[src/rtl/store_buffer_if.sv]
// -----------------------------------------------------------------------------
// store_buffer_if
// Bundles the memory-stage request side and the data_mem port side of the
// store buffer.
//   master : memory stage / bench -- drives requests, observes stall, port, status
//   slave  : store_buffer         -- consumes requests, drives stall, port, status
// Signals:
//   iwr_valid, ird_valid, ifence, iaddr, iwdata, ibe  : requests
//   ostall                                            : hold the memory stage
//   omem_wen, omem_addr, omem_wdata, omem_be          : data_mem port
//   ocount, oempty, ofull                             : occupancy status
// -----------------------------------------------------------------------------
interface store_buffer_if #(
    parameter int MP_DATA_WIDTH = 32,
    parameter int MP_ADDR_WIDTH = 32,
    parameter int MP_DEPTH      = 4
);
    localparam int CW = $clog2(MP_DEPTH + 1);

    logic                     iwr_valid;
    logic                     ird_valid;
    logic                     ifence;
    logic [MP_ADDR_WIDTH-1:0] iaddr;
    logic [MP_DATA_WIDTH-1:0] iwdata;
    logic [1:0]               ibe;

    logic                     ostall;
    logic                     omem_wen;
    logic [MP_ADDR_WIDTH-1:0] omem_addr;
    logic [MP_DATA_WIDTH-1:0] omem_wdata;
    logic [1:0]               omem_be;
    logic [CW-1:0]            ocount;
    logic                     oempty;
    logic                     ofull;

    modport master (
        output iwr_valid, ird_valid, ifence, iaddr, iwdata, ibe,
        input  ostall, omem_wen, omem_addr, omem_wdata, omem_be,
        input  ocount, oempty, ofull
    );

    modport slave (
        input  iwr_valid, ird_valid, ifence, iaddr, iwdata, ibe,
        output ostall, omem_wen, omem_addr, omem_wdata, omem_be,
        output ocount, oempty, ofull
    );
endinterface

[src/rtl/store_buffer.sv]
// -----------------------------------------------------------------------------
// store_buffer
// Posted-write FIFO between the memory stage and data_mem. Stores enqueue in
// one cycle and drain in program order whenever the memory port is not taken
// by a load. A load whose word address matches any buffered store stalls and
// drains the head until the match is gone (no forwarding). A fence stalls
// until the buffer is empty.
// Ports:
//   iclk  : clock, rising edge
//   irst  : asynchronous active-low reset
//   bus   : store_buffer_if.slave (requests, data_mem port, status)
// -----------------------------------------------------------------------------
module store_buffer #(
    parameter int MP_DATA_WIDTH = 32,
    parameter int MP_ADDR_WIDTH = 32,
    parameter int MP_DEPTH      = 4
) (
    input  logic          iclk,
    input  logic          irst,
    store_buffer_if.slave bus
);
    localparam int PW = $clog2(MP_DEPTH);
    localparam int CW = $clog2(MP_DEPTH + 1);
    localparam int AW = MP_ADDR_WIDTH;
    localparam int DW = MP_DATA_WIDTH;

    // Pointer and occupancy state
    logic [PW-1:0] head_q, head_d;
    logic [PW-1:0] tail_q, tail_d;
    logic [CW-1:0] count_q, count_d;

    // Entry storage
    logic [AW-1:0] addr_q [MP_DEPTH];
    logic [DW-1:0] data_q [MP_DEPTH];
    logic [1:0]    be_q   [MP_DEPTH];

    logic nonempty;
    logic full;
    logic hit;
    logic drain;
    logic enq;
    logic load_port;

    assign nonempty = (count_q != '0);
    assign full     = (count_q == CW'(MP_DEPTH));

    // An entry is live when its distance from head is below count; the
    // subtraction wraps naturally because MP_DEPTH is a power of two.
    // NOTE: every variable assigned in always_comb gets a default before any
    // conditional logic, otherwise a path that skips it infers a latch.
    always_comb begin
        hit = 1'b0;
        for (int i = 0; i < MP_DEPTH; i++) begin
            logic [PW-1:0] offset;
            offset = PW'(i) - head_q;
            if ((CW'(offset) < count_q) &&
                (addr_q[i][AW-1:2] == bus.iaddr[AW-1:2]))
                hit = 1'b1;
        end
        hit = hit & bus.ird_valid;
    end

    // The port goes to the load only when the load is not superseded by a
    // simultaneous store and nothing is draining.
    assign drain     = nonempty & (~bus.ird_valid | hit);
    assign enq       = bus.iwr_valid & (~full | drain);
    assign load_port = bus.ird_valid & ~bus.iwr_valid & ~drain;

    always_comb begin
        head_d  = head_q;
        tail_d  = tail_q;
        count_d = count_q;
        if (drain) head_d = head_q + PW'(1);
        if (enq)   tail_d = tail_q + PW'(1);
        case ({enq, drain})
            2'b10:   count_d = count_q + CW'(1);
            2'b01:   count_d = count_q - CW'(1);
            default: count_d = count_q;
        endcase
    end

    // NOTE: sequential state is updated with non-blocking assignments so every
    // register samples the pre-edge value of every other register.
    always_ff @(posedge iclk or negedge irst) begin
        if (!irst) begin
            head_q  <= '0;
            tail_q  <= '0;
            count_q <= '0;
        end else begin
            head_q  <= head_d;
            tail_q  <= tail_d;
            count_q <= count_d;
        end
    end

    // NOTE: entry storage has no reset; an entry is only observed once count
    // covers it, and count is reset.
    always_ff @(posedge iclk) begin
        if (enq) begin
            addr_q[tail_q] <= bus.iaddr;
            data_q[tail_q] <= bus.iwdata;
            be_q[tail_q]   <= bus.ibe;
        end
    end

    // Outputs are forced quiet while reset is held, whatever the inputs do.
    always_comb begin
        bus.ostall     = 1'b0;
        bus.omem_wen   = 1'b0;
        bus.omem_addr  = '0;
        bus.omem_wdata = '0;
        bus.omem_be    = 2'b00;
        if (irst) begin
            bus.ostall = (bus.iwr_valid & ~enq)
                       | (bus.ird_valid & ~bus.iwr_valid & hit)
                       | (bus.ifence & nonempty);
            if (drain) begin
                bus.omem_wen   = 1'b1;
                bus.omem_addr  = addr_q[head_q];
                bus.omem_wdata = data_q[head_q];
                bus.omem_be    = be_q[head_q];
            end else if (load_port) begin
                bus.omem_addr = bus.iaddr;
                bus.omem_be   = bus.ibe;
            end
        end
    end

    assign bus.ocount = count_q;
    assign bus.oempty = ~nonempty;
    assign bus.ofull  = full;

endmodule

[src/flat_wrapper.sv]
// flat-port wrapper written by rule: the top's interface ports become plain ports
module store_buffer_flat 
#(
    parameter int MP_DATA_WIDTH = 32,
    parameter int MP_ADDR_WIDTH = 32,
    parameter int MP_DEPTH      = 4
)
  (iclk, irst, bus_iwr_valid, bus_ird_valid, bus_ifence, bus_iaddr, bus_iwdata, bus_ibe, bus_ostall, bus_omem_wen, bus_omem_addr, bus_omem_wdata, bus_omem_be, bus_ocount, bus_oempty, bus_ofull);
  store_buffer_if #(.MP_DATA_WIDTH(MP_DATA_WIDTH), .MP_ADDR_WIDTH(MP_ADDR_WIDTH), .MP_DEPTH(MP_DEPTH)) bus_i ();
  input  logic iclk;
  input  logic irst;
  input wire logic [$bits(bus_i.iwr_valid)-1:0] bus_iwr_valid;
  input wire logic [$bits(bus_i.ird_valid)-1:0] bus_ird_valid;
  input wire logic [$bits(bus_i.ifence)-1:0] bus_ifence;
  input wire logic [$bits(bus_i.iaddr)-1:0] bus_iaddr;
  input wire logic [$bits(bus_i.iwdata)-1:0] bus_iwdata;
  input wire logic [$bits(bus_i.ibe)-1:0] bus_ibe;
  output wire logic [$bits(bus_i.ostall)-1:0] bus_ostall;
  output wire logic [$bits(bus_i.omem_wen)-1:0] bus_omem_wen;
  output wire logic [$bits(bus_i.omem_addr)-1:0] bus_omem_addr;
  output wire logic [$bits(bus_i.omem_wdata)-1:0] bus_omem_wdata;
  output wire logic [$bits(bus_i.omem_be)-1:0] bus_omem_be;
  output wire logic [$bits(bus_i.ocount)-1:0] bus_ocount;
  output wire logic [$bits(bus_i.oempty)-1:0] bus_oempty;
  output wire logic [$bits(bus_i.ofull)-1:0] bus_ofull;
  assign bus_i.iwr_valid = bus_iwr_valid;
  assign bus_i.ird_valid = bus_ird_valid;
  assign bus_i.ifence = bus_ifence;
  assign bus_i.iaddr = bus_iaddr;
  assign bus_i.iwdata = bus_iwdata;
  assign bus_i.ibe = bus_ibe;
  assign bus_ostall = bus_i.ostall;
  assign bus_omem_wen = bus_i.omem_wen;
  assign bus_omem_addr = bus_i.omem_addr;
  assign bus_omem_wdata = bus_i.omem_wdata;
  assign bus_omem_be = bus_i.omem_be;
  assign bus_ocount = bus_i.ocount;
  assign bus_oempty = bus_i.oempty;
  assign bus_ofull = bus_i.ofull;
  store_buffer #(.MP_DATA_WIDTH(MP_DATA_WIDTH), .MP_ADDR_WIDTH(MP_ADDR_WIDTH), .MP_DEPTH(MP_DEPTH)) u_core (.iclk(iclk), .irst(irst), .bus(bus_i));
endmodule
[config.mk]
export PLATFORM = sky130hd
export DESIGN_NAME = store_buffer_flat
export DESIGN_NICKNAME = d
export VERILOG_FILES = /design/src/rtl/store_buffer_if.sv /design/src/rtl/store_buffer.sv /design/src/flat_wrapper.sv
export SDC_FILE = /design/constraint.sdc
export NUM_CORES = 1
export LEC_CHECK = 0
export CAP_MARGIN = 0
export CORE_MARGIN = 2
export CORE_UTILIZATION = 55
export DETAILED_ROUTE_END_ITERATION = 8
export PLACE_DENSITY = 0.85
export SYNTH_ARGS = -nofsm -noshare
export SYNTH_HDL_FRONTEND = slang
export SYNTH_SLANG_ARGS = --single-unit
[constraint.sdc]
create_clock -name iclk -period 5.05 [get_ports iclk]
set_clock_uncertainty 0.1 [all_clocks]
set_input_delay 1.01 -clock iclk [delete_from_list [all_inputs] [get_ports iclk]]
set_output_delay 1.01 -clock iclk [all_outputs]
set_load 0.01 [all_outputs]
Yosys cells after proc, flatten, opt, wreduce, memory -nomap -nowiden --
Memory sizes are Yosys's and may differ from the RTL's. Index checks and enable logic that the tools add are counted.
Word-level totals: bits in registers 7, memory bits (writable) 264, input bits 71, memories 3
Memories:
- u_core.addr_q | depth 4, bits a word 32, rd ports 5, clocked after memory_dff 0, write ports 1, line store_buffer.sv:33 | logic [AW-1:0] addr_q [MP_DEPTH];
- u_core.data_q | depth 4, bits a word 32, rd ports 1, clocked after memory_dff 0, write ports 1, line store_buffer.sv:34 | logic [DW-1:0] data_q [MP_DEPTH];
- u_core.be_q | depth 4, bits a word 2, rd ports 1, clocked after memory_dff 0, write ports 1, line store_buffer.sv:35 | logic [1:0] be_q [MP_DEPTH];
Cells by class: add/sub/neg operators 8, order comparisons 4, equality and inequality tests 7, mux-type cells 18, bitwise operators 18, reduce and logical (&&, ||, !) cells 6
Operators with widths (count):
- $mux W32 | 5
- $eq A30 B30 Y1 | 4
- $lt A2 B3 Y1 | 4
- $mux W1 | 9
- $and A1 B1 Y1 | 8
- $mux W2 | 3
- $not A1 Y1 | 6
- $pmux W3 S2 | 1
- $add A2 B1 Y2 const B | 2
- $logic_and A1 B1 Y1 | 4
- $or A1 B1 Y1 | 4
- $sub A1 B2 Y2 const A | 2
- $sub A2 B2 Y2 const A | 2
- $add A3 B1 Y3 const B | 1
- $eq A3 B3 Y1 const B | 1
- $reduce_bool A3 Y1 | 1
- $sub A3 B1 Y3 const B | 1
- $eq A2 B1 Y1 const B | 1
- $eq A2 B2 Y1 const B | 1
- $reduce_bool A2 Y1 | 1

Logic depth before layout (Yosys ltp) --
Gate-level depths: netlist (run 1).
depth after elaboration 17, depth in mapped cells 17, depth with buffers taken out 14

Least setup slack after synthesis (run 1) --
OpenSTA, ideal clock, no wires.
kind input-to-reg, start input bus_iaddr[25], end memory u_core.addr_q[0][0] in the netlist's numbering (enable), library setup time 0.431 ns, arrival time 4.150 ns, setup slack 0.369 ns, stages 8, buffers on the path 1, cells stage by stage buf_4 > xor2_1 > nor4_1 > nand4_1 > a2111oi_4 > nor4_4 > a31oi_2 > and2_1
On the way: cells in the longest elaborated chain, start to end 13, elaborated cells on any way between the ends 19, those cells by class eq/ne: 4; mux: 6; bitwise: 5; reduce/logical: 4
Ends and longest elaborated chain:
- from (decl) | line flat_wrapper.sv:15 | input wire logic [$bits(bus_i.iaddr)-1:0] bus_iaddr;
- $eq A30 B30 Y1 | line store_buffer.sv:57 | (addr_q[i][AW-1:2] == bus.iaddr[AW-1:2]))
- $logic_and A1 B1 Y1 | line store_buffer.sv:56 | if ((CW'(offset) < count_q) &&
- $mux W1 (3 in a row) | line store_buffer.sv:56
- $mux W1 * | line store_buffer.sv:56
- $and A1 B1 Y1 * | line store_buffer.sv:60 | hit = hit & bus.ird_valid;
- $or A1 B1 Y1 * | line store_buffer.sv:65 | assign drain = nonempty & (~bus.ird_valid | hit);
- $and A1 B1 Y1 * | line store_buffer.sv:65
- $or A1 B1 Y1 * | line store_buffer.sv:66 | assign enq = bus.iwr_valid & (~full | drain);
- $and A1 B1 Y1 * | line store_buffer.sv:66
- $mux W1 * | line store_buffer.sv:99 | if (enq) begin
- $mux W1 (not written as such) * | line store_buffer.sv:100 | addr_q[tail_q] <= bus.iaddr;
- to (decl) | line store_buffer.sv:33
Every way passes the cells marked *; elsewhere a longest branch is shown, timed or not.

Worst setup path after layout (run 1) --
start input bus_iaddr[4], end output bus_omem_addr[0]
On the way: cells in the longest elaborated chain, start to end 14, elaborated cells on any way between the ends 20, those cells by class eq/ne: 4; mux: 7; bitwise: 5; reduce/logical: 4
Ends and longest elaborated chain:
- $eq A30 B30 Y1 | line store_buffer.sv:57
- $logic_and A1 B1 Y1 | line store_buffer.sv:56
- $mux W1 (3 in a row) | line store_buffer.sv:56
- $mux W1 * | line store_buffer.sv:56
- $and A1 B1 Y1 * | line store_buffer.sv:60
- $or A1 B1 Y1 * | line store_buffer.sv:65
- $and A1 B1 Y1 * | line store_buffer.sv:65
- $not A1 Y1 | line store_buffer.sv:67 | assign load_port = bus.ird_valid & ~bus.iwr_valid & ~drain;
- $and A1 B1 Y1 | line store_buffer.sv:67
- $mux W32 | line store_buffer.sv:122 | end else if (load_port) begin
- $mux W32 * | line store_buffer.sv:117 | if (drain) begin
- $mux W32 * | line store_buffer.sv:113 | if (irst) begin
- to (decl) | line flat_wrapper.sv:20 | output wire logic [$bits(bus_i.omem_addr)-1:0] bus_omem_addr;
Marked as above.

==> metrics.md, run 1 <==
| Metric | Value |
|---|---|
| Worst slew pin tran | `a little over 1 ns` |
| Post-Syn Area | `roughly 13000 µm²` |
| GRT overflow | `0` |
| Maxcap violations | `0` |
| Final setup violation count | `0` |
| Hold_buf cts | `0` |
| Die Width | `roughly 160 µm` |
| Layout cells sized above 1 | `approximately 31%` |
| Most frequent cell after synthesis | `edfxtp_1` |
| Worst Setup SP | `bus_iaddr[4]` |
| Layout Nets | `about 1000` |
| Final min period | `approximately 5.0 ns` |
| Peak VDD IR | `between 0.3 and 0.4 mV` |
| Area grow syn2layout | `26.3%` |
| Worst skew pair latency | `0.52 ns` |
| Post-synth top cells | `edfxtp_1, xor2_1, mux4_2, inv_1, nor2b_1` |
| Die Area | `~24000 µm²` |
| Initial antenna violation count | `7` |
| Core Rows | `55` |
| TritonCTS clock tree | `yes` |
| DP HPWL | `around 20 mm` |
| CTS Buf Count | `27` |
| Worst Path Max Fanout | `6` |
| Synth Register Bits | `about 270` |
| Register area share after synthesis | `63.7%` |
| Post-synth top area share | `62.3%` |
| Hold Crit Class | `flip-flop to flip-flop` |
| CTS max path bufs | `3` |
| Worst r2r src | `u_core.addr_q[2][29]` |
| Max Slew Vio Count | `0` |
| Synth area leader | `edfxtp_1` |
| Gpl congestion | `0.867` |
| Post-Syn Area per Cell | `about 17 µm²` |
| Die H | `~160 µm` |
| Status | `completed` |
| Pin count of the biggest net entering global routing | `50` |
| Non-Filler Instances | `1257` |
| All-Layer GR Usage | `between 20% and 30%` |
| Hold slack | `0.549 ns` |
| Pwr dens | `roughly 480 nW/µm²` |
| Top Ports | `between 100 and 150` |
| Worst path arrival time | `between 3 and 4 ns` |
| Vias | `approximately 7400` |
| DRC violation total after the first TritonRoute iteration | `about 590` |
| Yosys cell types | `48` |
| Initial Util | `a little under three fifths` |
| Largest cells by area after synthesis | `edfxtp_1, mux4_2, xor2_1` |
| Hold Startpoint | `u_core.tail_q[1]` |
| Critical path endpoint category | `primary output` |
| Peak Freq | `approximately 200 MHz` |
| Top sig layer | `met5` |
| Total core area | `approximately 23000 µm²` |
| Synth Net Count | `just over 800` |
| Final wirelength | `29.2 mm` |
| Leakage power | `between 5 and 6 nW` |
| CP Data Required Time | `between 3 and 4 ns` |
| Dpl cells | `1195` |
| Critical path class | `input port to primary output` |
| Yosys warns | `0` |
| Fin crit share | `99.2%` |
| Wire length of the first global-routing pass | `between 40 and 50 mm` |
| Routed met3 length | `2.32 mm` |
| Ys async rst share | `2.58%` |
| Max H-tree Level | `1` |
| Final hold viol count | `0` |
| Setup crit start kind | `input port` |
| Clock sink count | `between 200 and 300` |
| Most used DFF post-synth | `edfxtp_1` |
| EDFF count, synth | `about 260` |
| CTS Root Cell | `clkbuf_16` |
| Max-slew headroom | `between 30% and 40%` |
| Clk pin slew, worst setup/hold paths | `around 0.06 ns` |
| Vias in the first global route | `between 7000 and 8000` |
| TritonRoute pass-1 iters | `4` |
| Met2 Routed Length | `between 10 and 15 mm` |
| WL/cell | `about 23 µm` |
| Post-Synthesis Cells | `roughly 730` |
| DRC | `0` |
| Vias per inst | `between 5 and 6` |
| Post-route ant nets | `0` |
| Port bufs | `roughly 140` |
| M1 WL | `between 10 and 15 mm` |
[what timing repair did]
| action | 4_1_cts | 5_1_grt |
|---|---|---|
| cloned | 1 | 0 |
| endpoints found under the setup margin | 68 | 65 |
| pin swaps | 13 | 13 |
| buffers inserted | 6 | 2 |
| resized for setup | 99 | 81 |
[logic make-up after synthesis]
logic type               count (synthesis)  share of synthesized area, %
AND/OR/NAND/NOR                         95                          4.66
adder cells (fa/ha/maj)                  9                         0.944
AO/OA/AOI/OAI                           59                          5.77
flip-flops                             271                          63.7
buffers and inverters                  106                          4.49
XOR/XNOR                               126                          8.67
multiplexers                            67                          11.8
[final cells by class]
class                      instances  area, µm²
tap                              285        357
timing repair buffer             244       2320
inverter                          48        180
clock buffer                      34        712
multi-input combinational        356       4210
antenna                            4       10.0
clock inverter                    15        173
sequential                       271       8110
fill                            1383       6570
[worst paths after layout]
| kind | endpoint | slack (ns) | cells past startpoint |
|---|---|---|---|
| hold / removal | u_core.tail_q[1] | 0.55 | 2 |
| setup reg to reg | u_core.bus.ocount[2] | 1.20 | 15 |
| max in group asynchronous | u_core.head_q[0] | 3.96 | 2 |
| setup / recovery | bus_omem_addr[0] | 0.04 | 13 |
| hold reg to reg | u_core.tail_q[1] | 0.55 | 2 |
| min in group asynchronous | u_core.bus.ocount[1] | 0.73 | 2 |
[critical path, cell delays in order]
cell and delay, ns:
dlygate4sd2_1 0.32, buf_4 0.18, xor2_1 0.18, nor4_2 0.37, nand4_1 0.22, a2111oi_4 0.44
nor4_4 0.08, nand2_4 0.10, nand3b_4 0.18, buf_12 0.20, buf_4 0.15, o2bb2ai_1 0.19
clkdlybuf4s15_1 0.27
[cells in the final DEF, fill, tap and decap left out, drive strengths merged, types with 5 or more instances in the layout]
cell type / n
and2: 5
ha: 8
nor2b: 32
dlymetal6s2s: 12
xnor2: 17
edfxtp: 264
nor4: 25
xor2: 109
clkbuf: 57
buf: 101
o2bb2ai: 34
dfrtp: 7
nand3: 5
clkinv: 9
dlygate4sd2: 39
clkdlybuf4s15: 16
mux4: 66
clkdlybuf4s50: 53
nand2: 6
nor3: 7
nor2: 6
inv: 48
[state kept, by name (all words and copies together), names as in the netlist]
register           count
u_core.addr_q        128
u_core.head_q          2
u_core.be_q            8
u_core.bus.ocount      3
u_core.tail_q          2
u_core.data_q        128
[where the power goes]
group          internal [W]  leakage (nW)  total [W]  switching [W]
Clock               0.00120         0.425    0.00200       0.000800
Sequential          0.00295          2.50    0.00315       0.000198
Combinational       0.00125          2.96    0.00263        0.00138
Total               0.00540          5.88    0.00778        0.00238
[routing by layer]
layer / vias to the layer above / GRT usage [%]
li1: 3242 / -
met1: 3760 / 31.9
met2: 315 / 40.1
met3: 68 / 4.97
met4: 6 / 6.86
met5: - / 0
[per-stage QoR]
step / setup TNS, ns / instance area [µm²] / setup slack [ns] / total power [W] / util [%]
after CTS: -0.00135 / 16000 / -0.00135 / 0.00780 / 70.7
final: 0 / 16100 / 0.0418 / 0.00778 / 71.0
after global placement: -24.63 / 15000 / -0.503 / 0.00577 / 66.3
after floorplan: 0 / 12700 / 0.369 / 0.00484 / -
after detailed placement: -29.13 / 15000 / -0.581 / 0.00584 / 66.3
after global routing: -0.114 / 16100 / -0.0748 / 0.00812 / 71.0
Note: power is estimated with default switching activity, not from simulation.
==> run 2, diff against run 1 <==
Settings changed: CORE_MARGIN 2 to 1.
==> run 2 against run 1 <==
Global-route usage rose by 0.91 points. Clock power is 7% lower. Die area decreased by 2.5%. Via count down 1.2%. Worst setup slack better by 0.067 ns. Critical path type unchanged.
==> metrics.md, run 2 (synthesis gave the netlist of run 1 again) <==
| Metric | Value |
|---|---|
| Hold_buf cts | `0 (unchanged)` |
| Post-route ant nets | `0 (unchanged)` |
| Worst path slowest cell | `clkdlybuf4s50_1` |
| Die H | `154 µm (-1.3%)` |
| Hold Crit Class | `flip-flop to flip-flop` |
| Flop pwr share | `42.1% (+1.6 points)` |
| Vias per inst | `5.84 (-0.61%)` |
| Max Slew Vio Count | `0 (unchanged)` |
| Die Area | `23700 µm² (-2.5%)` |
| Layout cells sized above 1 | `30.3% (-0.46 points)` |
| Sw frac | `31.0% (+0.45 points)` |
| Wire length of the first global-routing pass | `44.0 mm (+0.70%)` |
| DRC violation total after the first TritonRoute iteration | `455 (-23%)` |
| Worst path arrival time | `3.83 ns (-0.07 ns)` |
| DRC | `0 (unchanged)` |
| Vias | `7299 (-1.2%)` |
| Clock sink count | `271 (unchanged)` |
| Layout Nets | `1026 (-0.19%)` |
| Maxcap violations | `0 (unchanged)` |
| Critical path class | `input port to primary output` |
| Core Rows | `55 (unchanged)` |
| Initial antenna violation count | `2 (-5)` |
| Critical path endpoint category | `primary output` |
| Clk pin slew, worst setup/hold paths | `0.06 ns (about the same)` |
| Worst Setup SP | `bus_iaddr[24]` |
| TritonRoute pass-1 iters | `4 (unchanged)` |
| CTS max path bufs | `3 (unchanged)` |
| CTS Root Cell | `clkbuf_16` |
| Final wirelength | `28.4 mm (-2.8%)` |
| Most common cell after layout, fill and taps aside | `edfxtp_1` |
| Placed cell area | `15000 µm² (-0.35%)` |
| Finished Cell Area | `15900 µm² (-1.0%)` |
| Gpl congestion | `0.888 (+2.4%)` |
| Final hold viol count | `0 (unchanged)` |
| Max-slew headroom | `34.5% (+2.3 points)` |
| Place WS | `-0.531 ns (+0.0494 ns)` |
| Top Ports | `144 (unchanged)` |
| Worst skew pair latency | `0.54 ns (+0.02 ns)` |
| Vias in the first global route | `7613 (+0.41%)` |
| Port bufs | `143 (unchanged)` |
| Fin crit share | `97.9% (-1.3 points)` |
| Internal Pwr Total | `0.00524 W (-3.0%)` |
| Sequential cell area | `8110 µm² (unchanged)` |
| Post-route setup slack | `0.108 ns (+0.0666 ns)` |
| Pin count of the biggest net entering global routing | `67 (+34%)` |
| DP HPWL | `18.8 mm (-4.0%)` |
| Crit-path max cell delay | `0.60 ns (+0.16 ns)` |
| RSZ-0062 raised after global routing | `true` |
| TritonCTS clock tree | `yes` |
| Peak Freq | `202 MHz (+1.3%)` |
| Crit-path cells | `clkdlybuf4s50_1, buf_4, xor2_1, nor3_1, nand3_1, a2111oi_4, nor4_4, buf_4, nor2_4, nor3_4, buf_12, buf_12, o2bb2ai_2, dlygate4sd2_1` |
| Status | `completed` |
| WL/cell | `22.7 µm (-2.1%)` |
| All-Layer GR Usage | `24.8% (+0.91 points)` |
| Hold Startpoint | `u_core.tail_q[1]` |
| Area grow syn2layout | `25.0%` |
| Setup crit start kind | `input port` |
| Post-layout util | `70.3% (-0.73 points)` |
| Initial Util | `56.2% (unchanged)` |
| Total core area | `22600 µm² (unchanged)` |
| Pwr dens | `477 nW/µm² (-1.3%)` |
| Die Width | `154 µm (-1.3%)` |
| Most frequent cells in the layout | `edfxtp_1, xor2_1, buf_4` |
| CTS Buf Count | `27 (unchanged)` |
| Worst slew pin tran | `0.982 ns (-0.0349 ns)` |
| # fillers | `1461 (+5.6%)` |
| Area of the multi-input gates | `4220 µm² (+0.27%)` |
| Final min period | `4.94 ns (-0.0666 ns)` |
| CP Data Required Time | `3.94 ns (about the same)` |
| Setup TNS Final | `0 ns (unchanged)` |
| Peak VDD IR | `0.308 mV (-18%)` |
| Clock group share of total power | `24.6% (-1.1 points)` |
| Comb power frac | `33.3% (-0.5 points)` |
| Worst r2r src | `u_core.head_q[1]` |
| Biggest regs | `u_core.addr_q x128, u_core.data_q x128, u_core.be_q x8` |
| Leakage power | `5.98 nW (+1.6%)` |
| Worst Path Max Fanout | `14 (+8)` |
| Max H-tree Level | `1 (unchanged)` |
| GRT overflow | `0 (unchanged)` |
| NetSw | `0.00235 W (-0.94%)` |
| Final setup violation count | `0 (unchanged)` |
==> run 2: changes by cell type in the layout (fill, tap and decap cells not counted), sizes merged, moves of 3 or more <==
cell,change
clkdlybuf4s50,+3
clkinv,+3
dlymetal6s2s,+6
clkdlybuf4s15,-16
buf,-3
dlygate4sd2,+4
diode,-3
==> run 2: metrics by stage <==
step | instances | total power, W | hold slack, ns
5_1_grt | 1248 | 0.00794 | 0.589
3_5_place_dp | 1195 | 0.00580 | 0.547
4_1_cts | 1248 | 0.00766 | 0.558
3_3_place_gp | 1195 | 0.00573 | 0.522
2_1_floorplan | 733 | 0.00484 | 0.480
6_report | 1249 | 0.00759 | 0.550
==> run 2: final cells by class <==
class | instances | area share, %
Sequential cell | 271 | 51.0
Timing Repair Buffer | 242 | 14.0
Tap cell | 285 | 2.24
Multi-Input combinational cell | 356 | 26.5
Clock inverter | 14 | 0.692
Clock buffer | 32 | 4.37
Antenna cell | 1 | 0.0157
Inverter | 48 | 1.13
==> run 2: final timing paths <==
kind | to | cells past startpoint | slack, ns
min in group asynchronous | u_core.bus.ocount[2] | 2 | 0.77
worst min register to register | u_core.tail_q[1] | 2 | 0.55
worst max-delay path | bus_omem_addr[18] | 14 | 0.11
worst min-delay path | u_core.tail_q[1] | 2 | 0.55
max in group asynchronous | u_core.head_q[0] | 2 | 3.91
worst max register to register | u_core.bus.ocount[2] | 15 | 1.13
==> run 2: routing by layer <==
| metal | GRT usage, % | wire, µm |
|---|---|---|
| met5 | 0 | 8 |
| met4 | 8.43 | 879 |
| met3 | 4.93 | 2010 |
| met2 | 40.3 | 14000 |
| met1 | 33.6 | 11500 |
==> run 2: worst max-delay path, delay by kind of cell <==
kind | cells | cell delay, ns
xor gates and xnor gates | 1 | 0.17
AOI/OAI and AO/OA | 2 | 0.20
buffers and inverters | 6 | 1.57
and+or+nand+nor | 5 | 0.87
==> run 2: repair_timing <==
item	in CTS	in global routing
gates resized for setup	91	73
gates cloned	1	0
pin swaps	10	5
endpoints found under the setup margin	68	63
setup buffers	6	0
==> run 2: power by group through the flow <==
stage | logic, W | registers (W) | clock network [W]
finish | 0.00253 | 0.00320 | 0.00187
global route | 0.00273 | 0.00323 | 0.00198
CTS | 0.00257 | 0.00319 | 0.00189
detailed placement | 0.00256 | 0.00324 | 0
global placement | 0.00252 | 0.00321 | 0
floorplan | 0.00170 | 0.00314 | 0
==> run 3, diff against run 2 <==
Settings changed: SLEW_MARGIN from default to 20.
==> results of run 3 <==
Same layout as run 2: the final DEF is identical, and so are final timing and power.
